## config.mk

```make
export PLATFORM = sky130hd
export DESIGN_NAME = clk_freq_monitor
export DESIGN_NICKNAME = d
export VERILOG_FILES = /design/src/rtl/clk_mon_pkg.sv /design/src/rtl/sync_edge_det.sv /design/src/rtl/clk_freq_monitor.sv
export SDC_FILE = /design/constraint.sdc
export NUM_CORES = 1
export LEC_CHECK = 0
export BUFFER_PORTS_ARGS = -buffer_cell sky130_fd_sc_hd__buf_4
export CAP_MARGIN = 20
export CORE_UTILIZATION = 50
export DETAILED_ROUTE_END_ITERATION = 7
export GPL_ROUTABILITY_DRIVEN = 0
export HOLD_SLACK_MARGIN = 0.02
export PLACE_DENSITY = 0.71
export SYNTH_ARGS = -nofsm -noshare
export SYNTH_HDL_FRONTEND = slang
export SYNTH_SLANG_ARGS = --single-unit
```

## constraint.sdc

```tcl
create_clock -name clk_in_50M -period 7.05 [get_ports clk_in_50M]
set_input_delay 0 -clock clk_in_50M [delete_from_list [all_inputs] [get_ports clk_in_50M]]
set_output_delay 0 -clock clk_in_50M [all_outputs]
set_load 0.02 [all_outputs]
```

## src/rtl/clk_mon_pkg.sv

```systemverilog
// Shared state type, widths and helpers for the clock frequency monitor
// and its edge-detect front end.
package clk_mon_pkg;

  localparam int ERR_CNT_W   = 8;
  localparam int SYNC_STAGES = 2;

  typedef enum logic [1:0] {
    IDLE    = 2'd0,
    ACQUIRE = 2'd1,
    LOCKED  = 2'd2,
    FAULT   = 2'd3
  } mon_state_e;

  // Error count sticks at all-ones instead of wrapping.
  function automatic logic [ERR_CNT_W-1:0] err_sat_inc(input logic [ERR_CNT_W-1:0] v);
    logic [ERR_CNT_W-1:0] r;
    if (v == {ERR_CNT_W{1'b1}}) begin
      r = v;
    end else begin
      r = v + ERR_CNT_W'(1);
    end
    return r;
  endfunction

endpackage

```

## src/rtl/sync_edge_det.sv

```systemverilog
// Synchroniser for an asynchronous level, followed by an edge register that
// produces single-cycle rise/fall pulses in the local clock domain.
module sync_edge_det
  import clk_mon_pkg::*;
(
  input  logic clk_i,
  input  logic rst_ni,
  input  logic async_i,
  output logic rise_o,
  output logic fall_o
);

  logic [SYNC_STAGES-1:0] sync_q;
  logic                   prev_q;

  // Synchroniser chain plus one delayed copy of its output for edge detection.
  always_ff @(posedge clk_i or negedge rst_ni) begin
    if (!rst_ni) begin
      sync_q <= {SYNC_STAGES{1'b0}};
      prev_q <= 1'b0;
    end else begin
      sync_q <= {sync_q[SYNC_STAGES-2:0], async_i};
      prev_q <= sync_q[SYNC_STAGES-1];
    end
  end

  assign rise_o = sync_q[SYNC_STAGES-1] & ~prev_q;
  assign fall_o = ~sync_q[SYNC_STAGES-1] & prev_q;

endmodule

```

## src/rtl/clk_freq_monitor.sv

```systemverilog
// Measures the period of a slow asynchronous clock in system-clock cycles and
// tracks lock/fault status. Define DUTY_CHECK_EN to also measure and check high time.
module clk_freq_monitor
  import clk_mon_pkg::*;
#(
  parameter int EXP_PERIOD = 5000,
  parameter int TOL        = 2,
  parameter int LOCK_CNT   = 4,
  parameter int CNT_W      = 17
) (
  input  logic                 clk_in_50M,
  input  logic                 rst_n,
  input  logic                 clk_mon,
  input  logic                 clr_err,
  output logic                 locked,
  output logic                 fault,
  output logic                 period_valid,
  output logic [CNT_W-1:0]     period_last,
  output logic [ERR_CNT_W-1:0] err_cnt,
  output logic [CNT_W-1:0]     high_last
);

  localparam int               GC_W    = $clog2(LOCK_CNT + 1);
  localparam logic [CNT_W:0]   LO_LIM  = (CNT_W+1)'(EXP_PERIOD - TOL);
  localparam logic [CNT_W:0]   HI_LIM  = (CNT_W+1)'(EXP_PERIOD + TOL);
  localparam logic [CNT_W:0]   TO_LIM  = (CNT_W+1)'(2 * EXP_PERIOD);
  localparam logic [CNT_W-1:0] CNT_MAX = {CNT_W{1'b1}};

  logic                 rise_s, fall_s, good_s, duty_ok_s, bad_s, timeout_s, inc_err_s;
  logic [CNT_W:0]       meas_s;
  logic [CNT_W-1:0]     meas_sat_s;
  logic [CNT_W-1:0]     cnt_q, cnt_d, plast_q, plast_d;
  mon_state_e           state_q, state_d;
  logic [GC_W-1:0]      gc_q, gc_d;
  logic [ERR_CNT_W-1:0] err_q, err_d;
  logic                 valid_q, valid_d, locked_q, fault_q;

  sync_edge_det u_sync (
    .clk_i   (clk_in_50M),
    .rst_ni  (rst_n),
    .async_i (clk_mon),
    .rise_o  (rise_s),
    .fall_o  (fall_s)
  );

  // One extra bit keeps cnt+1 exact even when cnt is saturated.
  assign meas_s     = {1'b0, cnt_q} + {{CNT_W{1'b0}}, 1'b1};
  assign meas_sat_s = (cnt_q == CNT_MAX) ? CNT_MAX : meas_s[CNT_W-1:0];
  assign good_s     = (meas_s >= LO_LIM) && (meas_s <= HI_LIM);
  assign timeout_s  = ~rise_s && (meas_s == TO_LIM);
  assign bad_s      = ~(good_s & duty_ok_s);

`ifdef DUTY_CHECK_EN
  localparam logic [CNT_W-1:0] HLO = CNT_W'(EXP_PERIOD / 2 - TOL);
  localparam logic [CNT_W-1:0] HHI = CNT_W'(EXP_PERIOD / 2 + TOL);

  logic [CNT_W-1:0] hcnt_q, hcnt_d, high_q, high_d;

  // High-time counter restarts on each rise and is captured on the following fall.
  always_comb begin
    hcnt_d = hcnt_q;
    high_d = high_q;
    if (rise_s) begin
      hcnt_d = {CNT_W{1'b0}};
    end else if (hcnt_q != CNT_MAX) begin
      hcnt_d = hcnt_q + CNT_W'(1);
    end else begin
      hcnt_d = hcnt_q;
    end
    if (fall_s) begin
      high_d = (hcnt_q == CNT_MAX) ? CNT_MAX : hcnt_q + CNT_W'(1);
    end else begin
      high_d = high_q;
    end
  end

  always_ff @(posedge clk_in_50M or negedge rst_n) begin
    if (!rst_n) begin
      hcnt_q <= {CNT_W{1'b0}};
      high_q <= {CNT_W{1'b0}};
    end else begin
      hcnt_q <= hcnt_d;
      high_q <= high_d;
    end
  end

  assign duty_ok_s = (high_q >= HLO) && (high_q <= HHI);
  assign high_last = high_q;
`else
  logic unused_fall_s;
  assign unused_fall_s = fall_s;
  assign duty_ok_s     = 1'b1;
  assign high_last     = {CNT_W{1'b0}};
`endif

  // Period counter, measurement capture and lock/fault state machine.
  always_comb begin
    cnt_d     = cnt_q;
    plast_d   = plast_q;
    valid_d   = 1'b0;
    state_d   = state_q;
    gc_d      = gc_q;
    inc_err_s = 1'b0;
    if (rise_s) begin
      cnt_d   = {CNT_W{1'b0}};
      plast_d = meas_sat_s;
      valid_d = (state_q != IDLE);
    end else if (cnt_q != CNT_MAX) begin
      cnt_d = cnt_q + CNT_W'(1);
    end else begin
      cnt_d = cnt_q;
    end
    case (state_q)
      IDLE: begin
        if (rise_s) begin
          state_d = ACQUIRE;
          gc_d    = {GC_W{1'b0}};
        end else if (timeout_s) begin
          state_d = FAULT;
        end else begin
          state_d = IDLE;
        end
      end
      ACQUIRE: begin
        if (rise_s && !bad_s) begin
          if (gc_q == GC_W'(LOCK_CNT - 1)) begin
            state_d = LOCKED;
            gc_d    = {GC_W{1'b0}};
          end else begin
            gc_d = gc_q + GC_W'(1);
          end
        end else if (rise_s) begin
          gc_d      = {GC_W{1'b0}};
          inc_err_s = 1'b1;
        end else if (timeout_s) begin
          state_d   = FAULT;
          inc_err_s = 1'b1;
        end else begin
          state_d = ACQUIRE;
        end
      end
      LOCKED: begin
        if ((rise_s && bad_s) || timeout_s) begin
          state_d   = FAULT;
          inc_err_s = 1'b1;
        end else begin
          state_d = LOCKED;
        end
      end
      FAULT: begin
        // A clear in FAULT takes priority over any same-cycle rise or timeout.
        if (clr_err) begin
          state_d = IDLE;
          gc_d    = {GC_W{1'b0}};
        end else begin
          state_d = FAULT;
        end
      end
      default: begin
        state_d = IDLE;
        gc_d    = {GC_W{1'b0}};
      end
    endcase
    if (clr_err) begin
      err_d = {ERR_CNT_W{1'b0}};
    end else if (inc_err_s) begin
      err_d = err_sat_inc(err_q);
    end else begin
      err_d = err_q;
    end
  end

  // State, counters and registered status outputs.
  always_ff @(posedge clk_in_50M or negedge rst_n) begin
    if (!rst_n) begin
      state_q  <= IDLE;
      cnt_q    <= {CNT_W{1'b0}};
      plast_q  <= {CNT_W{1'b0}};
      gc_q     <= {GC_W{1'b0}};
      err_q    <= {ERR_CNT_W{1'b0}};
      valid_q  <= 1'b0;
      locked_q <= 1'b0;
      fault_q  <= 1'b0;
    end else begin
      state_q  <= state_d;
      cnt_q    <= cnt_d;
      plast_q  <= plast_d;
      gc_q     <= gc_d;
      err_q    <= err_d;
      valid_q  <= valid_d;
      locked_q <= (state_d == LOCKED);
      fault_q  <= (state_d == FAULT);
    end
  end

  assign locked       = locked_q;
  assign fault        = fault_q;
  assign period_valid = valid_q;
  assign period_last  = plast_q;
  assign err_cnt      = err_q;

endmodule

```

==> metrics.md <==
| Metric | Value |
|---|---|
| Status | complete, but fails checks |
| Failing checks | DRC |
| Cell Area, Synth | 3356 sq um |
| Logic pwr share | 0.284 |
| Clock skew | 0.01301 ns |
| Drt via density | 5.884 |
| Setup WS pre-CTS | 3.083 ns |
| WP data required | 7.26 ns |
| Initial DRC count | 158 |
| Area share of the largest cell type after synthesis | 0.3952 |
| Root buffer cell | clkbuf_8 |
| Die ar. | 7043 sq um |
| Hold WC Path Type | in -> async |
| Dominant cells by area after synthesis | dfrtp_1 40%, nor2_1 5.1%, xnor2_1 4.7%, buf_4 4.5%, ha_1 4.5% |
| # Max-Cap Violations | 0 |
| Pint | 531.3 uW |
| Core area | 6422 sq um |
| Total global routing overflow | 0 |
| Maximum clock frequency | 0.2493 GHz |
| Post-synth EDFFs | 0 |
| Register area share after synthesis | 0.3952 |
| Final Critical Period | 4.011 ns |
| Main synth FF type | dfrtp_1 |
| Reg2Reg Launch Point | cnt_q[0] |
| Total routed wirelength | 7346 microns |
| Critical Path Fanout Max | 17 |
| Worst skew pair latency | 0.32 ns |
| DR WL/cell | 15.73 microns |
| Commonest cells in the netlist | 53 x dfrtp_1, 46 x nor2_1, 22 x a21oi_1 |
| NumNets Final | 405 |
| DR pass1 iterations | 7 |
| Post-synth ARST share | 1.000 |
| Ports | 49 |
| Critical Path AT | 4.22 ns |
| Most frequent cell after synthesis | dfrtp_1 |
| CTS Buf Count | 5 |
| Dominant cell type by area after synthesis | dfrtp_1 |
| Vias | 2,748 |
| Flop pwr share | 0.461 |
| Ant. Diodes | 0 |
| Unrepaired setup endpoints after global routing | false |
| Row cnt | 29 |
| CP Class | reg -> reg |
| Nature of the critical path endpoint | flop |
| Worst setup path startpoint | cnt_q[0] |
| Die Y-Extent | 83.93 microns |
| Startpoint Class | flop |
| Multi-input logic area | 1782 sq um |
| PostCTS Resize Cnt | 0 |
| Layout cells sized above 1 | 0.1436 |
| Max-slew headroom | 0.4257 |
| ANT nets after route | 0 |
| Mapped Cells | 369 |
| Vias in the first global route | 2,515 |
| Post-DP HPWL | 5123 microns |
| DRC viols | 7 |
| Largest net degree at the start of global routing | 54 |
| Core Util, Final | 0.5671 |
| Cell variety after synth | 59 |
| Worst-path clk slew | 0.10 ns |
| Antenna violations before repair | 0 |
| Fin crit share | 0.5689 |
| Fill count | 584 |
| TNS Setup | 0 ns |
| Register area | 1326 sq um |
| CTS max path bufs | 2 |
| Worst Tran Pin Value | 0.8615 ns |
| Final Hold Fails | 0 |
| Layout area overhead | 8.538% |
| Number of synthesized register bits | 53 |
| Fin Hold WS | 0.2429 ns |
| Avg Inst Size Synth | 9.094 sq um |
| P_sw | 295.7 uW |
| Pleak | 0.001549 uW |
| Starting Density | 0.5225 |
| Max-slew violations | 0 |
| IO buf count | 31 |
| Power density over the cells | 227.1 nW/um^2 |
| YS warnings | 0 |
| TritonCTS clock tree | yes |
| Worst setup margin | 3.039 ns |
| First-pass GRT wire length | 12,160 microns |
| CTS sink count | 53 |
| Final setup vio count | 0 |
| Die X | 83.93 microns |
| Peak VDD IR | 0.00008224 V |
| Sw Share | 0.3575 |
| H-tree levels | 2 |
| Clk pwr share | 0.255 |
| Tot GR Track Use | 0.2172 |
==> worst max-delay path, stage by stage, from the launching register on <==
cell	delay (ns)
dfrtp_1	0.53
ha_1	0.45
nand4_4	0.17
nor3_2	0.27
nand2_1	0.12
ha_1	0.34
inv_1	0.09
nand3_1	0.07
or4_1	0.47
a2bb2oi_1	0.19
nor4_4	0.71
nor4_2	0.13
mux2_1	0.34
==> final cells by class <==
type / count / area share
timing repair buffer: 35 / 0.07420
sequential: 53 / 0.3641
multi-input combinational: 279 / 0.4892
clock buffer: 6 / 0.01992
inverter: 15 / 0.01546
clock inverter: 2 / 0.01065
tap: 77 / 0.02645
==> worst paths after layout <==
path / slack [ns] / cells past startpoint / end
max: 3.04 / 12 / err_cnt[5]
min: 0.24 / 2 / period_last[4]
max reg2reg: 3.04 / 12 / err_cnt[5]
min reg2reg: 0.36 / 0 / u_sync.sync_q[1]
max in group asynchronous: 6.33 / 2 / cnt_q[2]
min in group clk_in_50M: 0.33 / 2 / u_sync.sync_q[0]
==> placed cells by master, fill, tap and decap left out, types with 3 or more instances in the layout <==
cell,netlist,final
dfrtp_1,53,53
nor2_1,46,46
buf_4,20,32
a21oi_1,22,22
o21ai_0,21,21
nand2_1,20,20
xnor2_1,18,18
conb_1,1,17
inv_1,15,15
nand3_1,14,14
ha_1,12,12
nor3_1,11,11
nand4_1,6,6
nor4_1,6,6
o31ai_1,6,6
a31oi_1,6,6
nand2b_1,5,5
or3_1,5,5
nor2b_1,6,5
clkbuf_8,0,5
nor4_2,4,4
xor2_1,4,4
or4_1,4,4
and2_1,3,3
and3_1,3,3
dlygate4sd3_1,0,3
==> metrics by stage <==
step,std cells,power [uW],area [sq um]
after global routing,467,871.1,3642
after CTS,467,829.7,3642
after global placement,456,608.8,3501
after floorplan,385,557.0,3416
final,467,827.0,3642
after detailed placement,456,617.6,3501
==> registers in the layout, summed over array words and instances (netlist names), 2 cells and up <==
signal	flops
gc_q	3
u_sync.sync_q	2
err_cnt	8
cnt_q	17
state_q	2
period_last	17
==> power by group through the flow <==
stage | registers [uW] | logic, uW | clock network (uW)
2_1_floorplan | 388 | 169 | 0
3_3_place_gp | 384 | 225 | 0
3_5_place_dp | 387 | 231 | 0
4_1_cts | 381 | 233 | 216
5_1_grt | 387 | 256 | 228
6_report | 381 | 235 | 211
==> cells by family (layout without fill, tap and decap cells) <==
group,count (synthesis),after routing,synth area share
AO/OA/AOI/OAI,76,76,0.1428
AND/OR/NAND/NOR,148,148,0.2535
XOR/XNOR,22,22,0.05742
multiplexers,4,4,0.01268
buffers and inverters,53,58,0.09247
flip-flops,53,53,0.3952
adder cells (fa/ha/maj),12,12,0.04474
other,1,17,0.001117
==> per-layer routing <==
| metal | global-route usage | share of wire | wire length [microns] | up-vias |
|---|---|---|---|---|
| met5 | 0 | 0 | 0 | - |
| li1 | - | - | - | 1310 |
| met1 | 0.2885 | 0.45 | 3283 | 1333 |
| met4 | 0.08150 | 0.018 | 129 | 0 |
| met2 | 0.3525 | 0.49 | 3583 | 90 |
| met3 | 0.04055 | 0.048 | 349 | 15 |
==> what timing repair did <==
action | in CTS | in global routing
setup buffers | 0 | 0
hold buffers | 3 | 0
setup endpoints to repair | 0 | 0
hold endpoints to repair | 60 | 0
No activity file was read; power rests on OpenSTA's default activity.
